`src/rtl/bcd_conv_arbiter.sv`:
```
// bcd_conv_arbiter
//   Round-robin arbiter in front of one shared binary-to-BCD converter.
//   In IDLE it grants one of three level requesters, captures that
//   requester's 10-bit value (clamped to 999), and pulses conv_start. It
//   then waits CONV_CYCLES cycles, latches the converter digits and
//   publishes them with a one-cycle result_valid.
//
// Ports
//   clock, reset          sole clock; synchronous active-high reset
//   req[2:0]              level requests, bit i = requester i
//   value0/1/2[9:0]       binary value of each requester
//   ack[2:0]              one-hot pulse, granted requester's value captured
//   busy                  high in every state except IDLE
//   conv_start            one-cycle start pulse to the converter
//   conv_data[9:0]        captured, clamped value sent to the converter
//   conv_d1/d10/d100      converter digit outputs
//   result_valid          one-cycle pulse, result outputs valid
//   result_id[1:0]        requester that owns the result
//   d1/d10/d100           latched BCD digits
//   result_sat            captured value exceeded 999
module bcd_conv_arbiter #(
  parameter int unsigned CONV_CYCLES = 16
) (
  input  logic       clock,
  input  logic       reset,
  input  logic [2:0] req,
  input  logic [9:0] value0,
  input  logic [9:0] value1,
  input  logic [9:0] value2,
  output logic [2:0] ack,
  output logic       busy,
  output logic       conv_start,
  output logic [9:0] conv_data,
  input  logic [3:0] conv_d1,
  input  logic [3:0] conv_d10,
  input  logic [3:0] conv_d100,
  output logic       result_valid,
  output logic [1:0] result_id,
  output logic [3:0] d1,
  output logic [3:0] d10,
  output logic [3:0] d100,
  output logic       result_sat
);

  typedef enum logic [1:0] {IDLE, START, WAIT, DONE} state_t;

  state_t     state_q, state_d;
  logic [1:0] rr_ptr_q, rr_ptr_d;
  logic [7:0] cnt_q, cnt_d;
  logic [1:0] grant_q, grant_d;
  logic       sat_q, sat_d;
  logic [2:0] ack_q, ack_d;
  logic       busy_q, busy_d;
  logic       conv_start_q, conv_start_d;
  logic [9:0] conv_data_q, conv_data_d;
  logic       result_valid_q, result_valid_d;
  logic [1:0] result_id_q, result_id_d;
  logic [3:0] d1_q, d1_d;
  logic [3:0] d10_q, d10_d;
  logic [3:0] d100_q, d100_d;
  logic       result_sat_q, result_sat_d;

  // Round-robin pick: scan upward from rr_ptr, wrapping 2 -> 0.
  logic        found;
  logic [1:0]  pick;
  logic [9:0]  sel_val;
  logic        over;
  int unsigned slot;

  always_comb begin
    found = 1'b0;
    pick  = '0;
    slot  = 0;
    for (int unsigned k = 0; k < 3; k++) begin
      slot = 32'(rr_ptr_q) + k;
      if (slot >= 3) slot = slot - 3;
      if (!found && req[slot[1:0]]) begin
        found = 1'b1;
        pick  = slot[1:0];
      end
    end
    case (pick)
      2'd0:    sel_val = value0;
      2'd1:    sel_val = value1;
      default: sel_val = value2;
    endcase
    over = (sel_val > 10'd999);
  end

  always_comb begin
    state_d        = state_q;
    rr_ptr_d       = rr_ptr_q;
    cnt_d          = cnt_q;
    grant_d        = grant_q;
    sat_d          = sat_q;
    ack_d          = '0;
    busy_d         = busy_q;
    conv_start_d   = 1'b0;
    conv_data_d    = conv_data_q;
    result_valid_d = 1'b0;
    result_id_d    = result_id_q;
    d1_d           = d1_q;
    d10_d          = d10_q;
    d100_d         = d100_q;
    result_sat_d   = result_sat_q;

    case (state_q)
      IDLE: begin
        if (found) begin
          state_d      = START;
          grant_d      = pick;
          ack_d        = 3'(3'b001 << pick);
          conv_start_d = 1'b1;
          conv_data_d  = over ? 10'd999 : sel_val;
          sat_d        = over;
          busy_d       = 1'b1;
        end
      end
      START: begin
        state_d = WAIT;
        cnt_d   = 8'(CONV_CYCLES);
      end
      WAIT: begin
        if (cnt_q == 8'd1) begin
          state_d        = DONE;
          cnt_d          = '0;
          d1_d           = conv_d1;
          d10_d          = conv_d10;
          d100_d         = conv_d100;
          result_valid_d = 1'b1;
          result_id_d    = grant_q;
          result_sat_d   = sat_q;
        end else begin
          cnt_d = cnt_q - 8'd1;
        end
      end
      DONE: begin
        state_d  = IDLE;
        busy_d   = 1'b0;
        rr_ptr_d = (grant_q == 2'd2) ? 2'd0 : grant_q + 2'd1;
      end
      default: state_d = IDLE;
    endcase
  end

  always_ff @(posedge clock) begin
    if (reset) begin
      state_q        <= IDLE;
      rr_ptr_q       <= '0;
      cnt_q          <= '0;
      grant_q        <= '0;
      sat_q          <= 1'b0;
      ack_q          <= '0;
      busy_q         <= 1'b0;
      conv_start_q   <= 1'b0;
      conv_data_q    <= '0;
      result_valid_q <= 1'b0;
      result_id_q    <= '0;
      d1_q           <= '0;
      d10_q          <= '0;
      d100_q         <= '0;
      result_sat_q   <= 1'b0;
    end else begin
      state_q        <= state_d;
      rr_ptr_q       <= rr_ptr_d;
      cnt_q          <= cnt_d;
      grant_q        <= grant_d;
      sat_q          <= sat_d;
      ack_q          <= ack_d;
      busy_q         <= busy_d;
      conv_start_q   <= conv_start_d;
      conv_data_q    <= conv_data_d;
      result_valid_q <= result_valid_d;
      result_id_q    <= result_id_d;
      d1_q           <= d1_d;
      d10_q          <= d10_d;
      d100_q         <= d100_d;
      result_sat_q   <= result_sat_d;
    end
  end

  assign ack          = ack_q;
  assign busy         = busy_q;
  assign conv_start   = conv_start_q;
  assign conv_data    = conv_data_q;
  assign result_valid = result_valid_q;
  assign result_id    = result_id_q;
  assign d1           = d1_q;
  assign d10          = d10_q;
  assign d100         = d100_q;
  assign result_sat   = result_sat_q;

endmodule

```
`config.mk`:
```
export PLATFORM = sky130hd
export DESIGN_NAME = bcd_conv_arbiter
export DESIGN_NICKNAME = d
export VERILOG_FILES = /design/src/rtl/bcd_conv_arbiter.sv
export SDC_FILE = /design/constraint.sdc
export NUM_CORES = 1
export LEC_CHECK = 0
export BUFFER_PORTS_ARGS = -buffer_cell sky130_fd_sc_hd__buf_2
export CORE_ASPECT_RATIO = 0.8
export CORE_MARGIN = 1
export CORE_UTILIZATION = 35
export DETAILED_ROUTE_END_ITERATION = 10
export GPL_TIMING_DRIVEN = 0
export PLACE_DENSITY = 0.69
export SYNTH_ARGS = -nofsm -noshare
export SYNTH_HDL_FRONTEND = slang
export SYNTH_SLANG_ARGS = --single-unit
```
`constraint.sdc`:
```
create_clock -name clock -period 3 [get_ports clock]
set_input_delay 0.3 -clock clock [delete_from_list [all_inputs] [get_ports clock]]
set_output_delay 0.3 -clock clock [all_outputs]
set_load 0.01 [all_outputs]
```
After elaboration in Yosys (flattened, before gate mapping):

Cells that the tools add are included.

* add/subtract/negate cells: 7
* multipliers: 0
* divide/modulo/power cells: 0
* magnitude comparators: 7
* equal/unequal tests: 8
* shift-type cells: 1
* muxes and demuxes: 27
* bitwise gates (word level): 3
* reductions and logical operators: 15

Operators by type and width (number)
* 10-bit one-hot mux with 2 select lines: 1
* 2-bit two-way mux: 9
* 8-bit one-hot mux with 2 select lines: 1
* 10-bit greater-than comparator (second input constant): 1
* 10-bit two-way mux: 1
* 2-bit by 3-bit less-than comparator with 1-bit output (second input constant): 3
* 1-bit two-way mux: 9
* 8-bit by 1-bit equality test with 1-bit output (second input constant): 1
* 8-bit two-way mux: 1
* 2-bit one-hot mux with 4 select lines: 1
* 2-bit AND reduction: 4
* 8-bit by 1-bit subtractor with 8-bit output (second input constant): 1
* 1-bit binary-select mux with 2-bit select: 3
* 2-bit equality test (second input constant): 3
* 3-bit by 2-bit greater-or-equal comparator with 1-bit output (second input constant): 2
* 2-bit subtractor (second input constant): 3
* 2-bit by 1-bit equality test with 1-bit output (second input constant): 2
* 2-bit zero test: 2
* 2-bit != test (second input constant): 2
* 2-bit nonzero test: 2
* 2-bit OR reduction: 2
* 2-bit by 1-bit adder with 3-bit output (second input constant): 1
* 2-bit by 2-bit adder with 3-bit output (second input constant): 1
* 1-bit inverter: 3
* other kinds (7): 9

* register bits: 46
* bits in latches: 0
* RAM bits: 0
* bits in read-only memories: 0
* input port bits: 47
* output and inout port bits: 31
* memories: 0

Logic depth before layout (Yosys ltp):

* depth in word-level cells: 15
* mapped depth: 11
* mapped depth without buffers: 9

Worst setup path after synthesis:

No wires, ideal clock.

* path type: flip-flop to flip-flop
* start point: reg rr_ptr_q[0]
* end point: reg conv_data_q[3], in the netlist conv_data[3]
* library setup time: 0.117 ns
* arrival time: 2.248 ns
* data required time: 2.883 ns
* setup slack: 0.634 ns
* stages on the path, launching flop included: 10
* buffers on the path: 0
* cell sequence: dfxtp_1 inv_1 ha_1 or3b_4 o31ai_4 o211a_4 a221o_2 nand4b_1 a211o_4 a32o_1

* cells in the longest elaborated chain, start to end: 15
* elaborated cells on any way between the ends: 33
* classes of those cells: 5 x add/sub; 4 x order compare; 1 x eq/ne; 17 x mux; 6 x reduce/logical

RTL lines
* start, declared: RTL line 48 `logic [1:0] rr_ptr_q, rr_ptr_d;`
* start signal, assigned: RTL line 165 `rr_ptr_q <= rr_ptr_d;`
* branches (longest 15 deep; another with 2-bit by 1-bit adder with 3-bit output)
* end signal, assigned: RTL line 172 `conv_data_q <= conv_data_d;`
* end, declared: RTL line 55 `logic [9:0] conv_data_q, conv_data_d;`

Parallel ways; which one is timed is not known. The select of a mux whose other input is x is not followed.
A chain may end at the register's enable or synchronous reset.

Worst setup path after layout:

Same ends and word-level chain as after synthesis.

==> impl_metrics.toml <==
[sta]
skew_ns = 0.0155
min_period_over_period_pct = 88.2
finalSetupViolCount = 0
tns_ns = 0
finalHoldViolCount = 0
worst_slack_ns = 0.355
tightest_slew_ns = 0.693
timing.fmax_mhz = 378
rsz0062_at_grt = "no"
period_minus_slack_ns = 2.65
slew_headroom_pct = 53.8
finalMaxSlewViolations = 0

[power_and_ir_drop]
swShare_pct = 39.2
pwr-share-comb_pct = 43.6
peakVddDrop_mv = 0.394
p_int_mw = 1.31
p_switching_mw = 0.849
clkPwrFrac_pct = 18.2
pwr-share-seq_pct = 38.3
powerDensity_nw_per_um2 = 775
leakage_nw = 1.23

[worst_setup_path]
crit_family = "compound AO/OA/AOI/OAI gates"
slowest_stage = "a211o_4"
endpoint_kind = "flip-flop"
path_cells = "inv_1 -> ha_1 -> and2b_1 -> o31ai_4 -> o211a_4 -> a221o_2 -> nand4b_1 -> a211o_4 -> a32o_1"
critical_path_class = "flip-flop to flip-flop"
cp_data_arrival_time_ns = 2.85
worst-path-buf-inv = 1
cp-start-kind = "flip-flop"
slowest_delay_ns = 0.39
required_ns = 3.20
cp_max_fo = 7

[floorplan]
io_pins = 78
core-area_um2 = 6010
die_h_um = 73.1
placement_rows = 25
start_util_pct = 36.9
die_w_um = 90.9
die-area_um2 = 6650

[cells_and_area]
area_growth_pct = 26.2
finalNetCount = 401
diodes = 0
drive_above_1_share_pct = 29.7

[routing]
dr.pass1.iters = 5
antenna_left = 0
viasPerCell = 4.89
wl_um = 5220
drc = 0
wire_per_inst_um = 12.2
vias = 2091
drtIter0Drc = 105

[synth]
synth-seq-area-share_pct = 41.6
avgSynthCellArea_um2 = 8.45
yosys.area.top_type_share_pct = 41.6
synth_cell_type_count = 48
synth-main-ff-cell = "dfxtp_1"
yosys_register_bits = 46
synth_edf_count = 0
syn-num-nets = 317
synthCells = 262
synth-async-reset-ratio_pct = 0
ys_top_cells_by_area = "dfxtp_1 (42%), a21oi_1 (7.5%), nand2_1 (7.5%), nor2_1 (5.4%), ha_1 (4.5%)"
yosysWarnings = 0
synth_top_area_cell = "dfxtp_1"
syn_area_um2 = 2210

[global_routing]
grt_use_total_pct = 16.8
first_global_vias = 1883
gr-total-overflow = 0
antenna_found_initial = 0
grt_max_degree = 17
grt_pass1_wl_um = 8780

[hold_path]
hp-class = "primary input to flip-flop"

[placed_design]
place_ws_ns = 0.408
gp_congestion = 0.827
portBuffers = 77
dp_hpwl_um = 4040

[run]
cap_violations = 0

[clock_network]
cts_sinks = 46
ctsRootBufferMaster = "clkbuf_8"
cts.clk_slew.worst_paths_ns = 0.10
clock_path_buffers = 2
cts_resized = 0
post_cts_buffers = 0
clk_latency_ns = 0.31
htree_levels = 2
holdBufCountCts = 0
cts_tree = "yes"
cts_buffers = 5

[outcome]
outcome = "finished clean"
[path summary, 6_finish.rpt]
check	startpoint	depth (start not counted)	end	slack, ns
setup / recovery	rr_ptr_q[0]$_SDFFE_PP0P_	9	conv_data[3]$_SDFFE_PP0P_	0.35
hold / removal	conv_d100[1]	3	d100[1]$_SDFFE_PP0P_	0.22
setup reg to reg	rr_ptr_q[0]$_SDFFE_PP0P_	9	conv_data[3]$_SDFFE_PP0P_	0.35
hold reg to reg	d10[3]$_SDFFE_PP0P_	2	d10[3]$_SDFFE_PP0P_	0.46
[worst min-delay path: cells and delay by family]
family / cells / cell delay (ns)
AO/OA/AOI/OAI: 1 / 0.05
AND/OR/NAND/NOR: 1 / 0.04
buffers and inverters: 1 / 0.09
[synth_stat cells, types with 2 or more instances]
master / n
o2111ai_1: 2
inv_1: 11
dfxtp_1: 46
clkbuf_1: 8
mux2i_1: 8
a21oi_1: 33
nor4_1: 2
a21boi_0: 4
nor3_1: 8
nand3_1: 3
a22o_1: 2
a32o_1: 3
nor2_1: 32
a211o_1: 2
xor2_1: 2
and2_1: 3
nand2_1: 44
ha_1: 8
a221o_2: 2
o21ai_2: 2
a211oi_2: 3
nand2b_1: 3
xnor2_1: 4
buf_2: 3
[power groups by stage]
stage / Combinational [mW] / Clock [mW] / Sequential (mW)
6_report: 0.942 / 0.393 / 0.828
5_1_grt: 1.08 / 0.435 / 0.846
4_1_cts: 0.945 / 0.407 / 0.829
3_5_place_dp: 0.940 / 0 / 0.842
3_3_place_gp: 0.925 / 0 / 0.841
2_1_floorplan: 0.675 / 0 / 0.865
[area by class of cell]
| cell class | instances | area, um2 |
|---|---|---|
| Fill cell | 617 | 3210 |
| Multi-Input combinational cell | 191 | 1180 |
| Sequential cell | 46 | 921 |
| Timing Repair Buffer | 77 | 385 |
| Tap cell | 81 | 101 |
| Clock buffer | 5 | 68.8 |
| Buffer | 14 | 67.6 |
| Inverter | 11 | 41.3 |
| Clock inverter | 3 | 23.8 |
[cells in the final DEF, fill, tap and decap left out, types with 4 or more instances in the layout]
master,count
buf_2,80
nand2_1,44
ha_1,8
nor3_1,8
dfxtp_1,46
inv_1,11
a21oi_1,33
mux2i_1,8
xnor2_1,4
clkbuf_8,5
nor2_1,32
a21boi_0,4
clkbuf_1,8
[cells by family (layout without fill, tap and decap cells)]
group | Yosys count | in the layout | share of synthesized area (%)
and+or+nand+nor | 102 | 102 | 20.2
AOI/OAI and AO/OA | 66 | 66 | 22.3
DFF | 46 | 46 | 41.6
buffers and inverters | 25 | 110 | 4.92
adders and majority gates | 9 | 9 | 4.97
muxes | 8 | 8 | 3.62
xor gates and xnor gates | 6 | 6 | 2.37
[flip-flops by register name (all words and copies together) (netlist names), 2 cells and up]
signal     flops
ack            3
cnt_q          8
conv_data     10
d1             4
d10            4
d100           4
grant_q        2
result_id      2
rr_ptr_q       2
state_q        2
[per-layer routing]
metal	global-route usage (%)	share of wire [%]
met4	6.88	0.98
met3	4.27	4.9
met5	0	0
met1	22.9	51
met2	25.4	43
[metrics by stage]
step	std cells	instance area [um2]	util (%)	hold WS (ns)	power, mW
global placement	420	2700	45.0	0.440	1.77
CTS	428	2790	46.5	0.202	2.18
finish	428	2790	46.5	0.218	2.16
detailed placement	420	2700	45.0	0.445	1.78
floorplan	262	2210	-	0.432	1.54
global route	428	2790	46.5	0.203	2.36
Note: power is estimated with default switching activity, not from simulation.
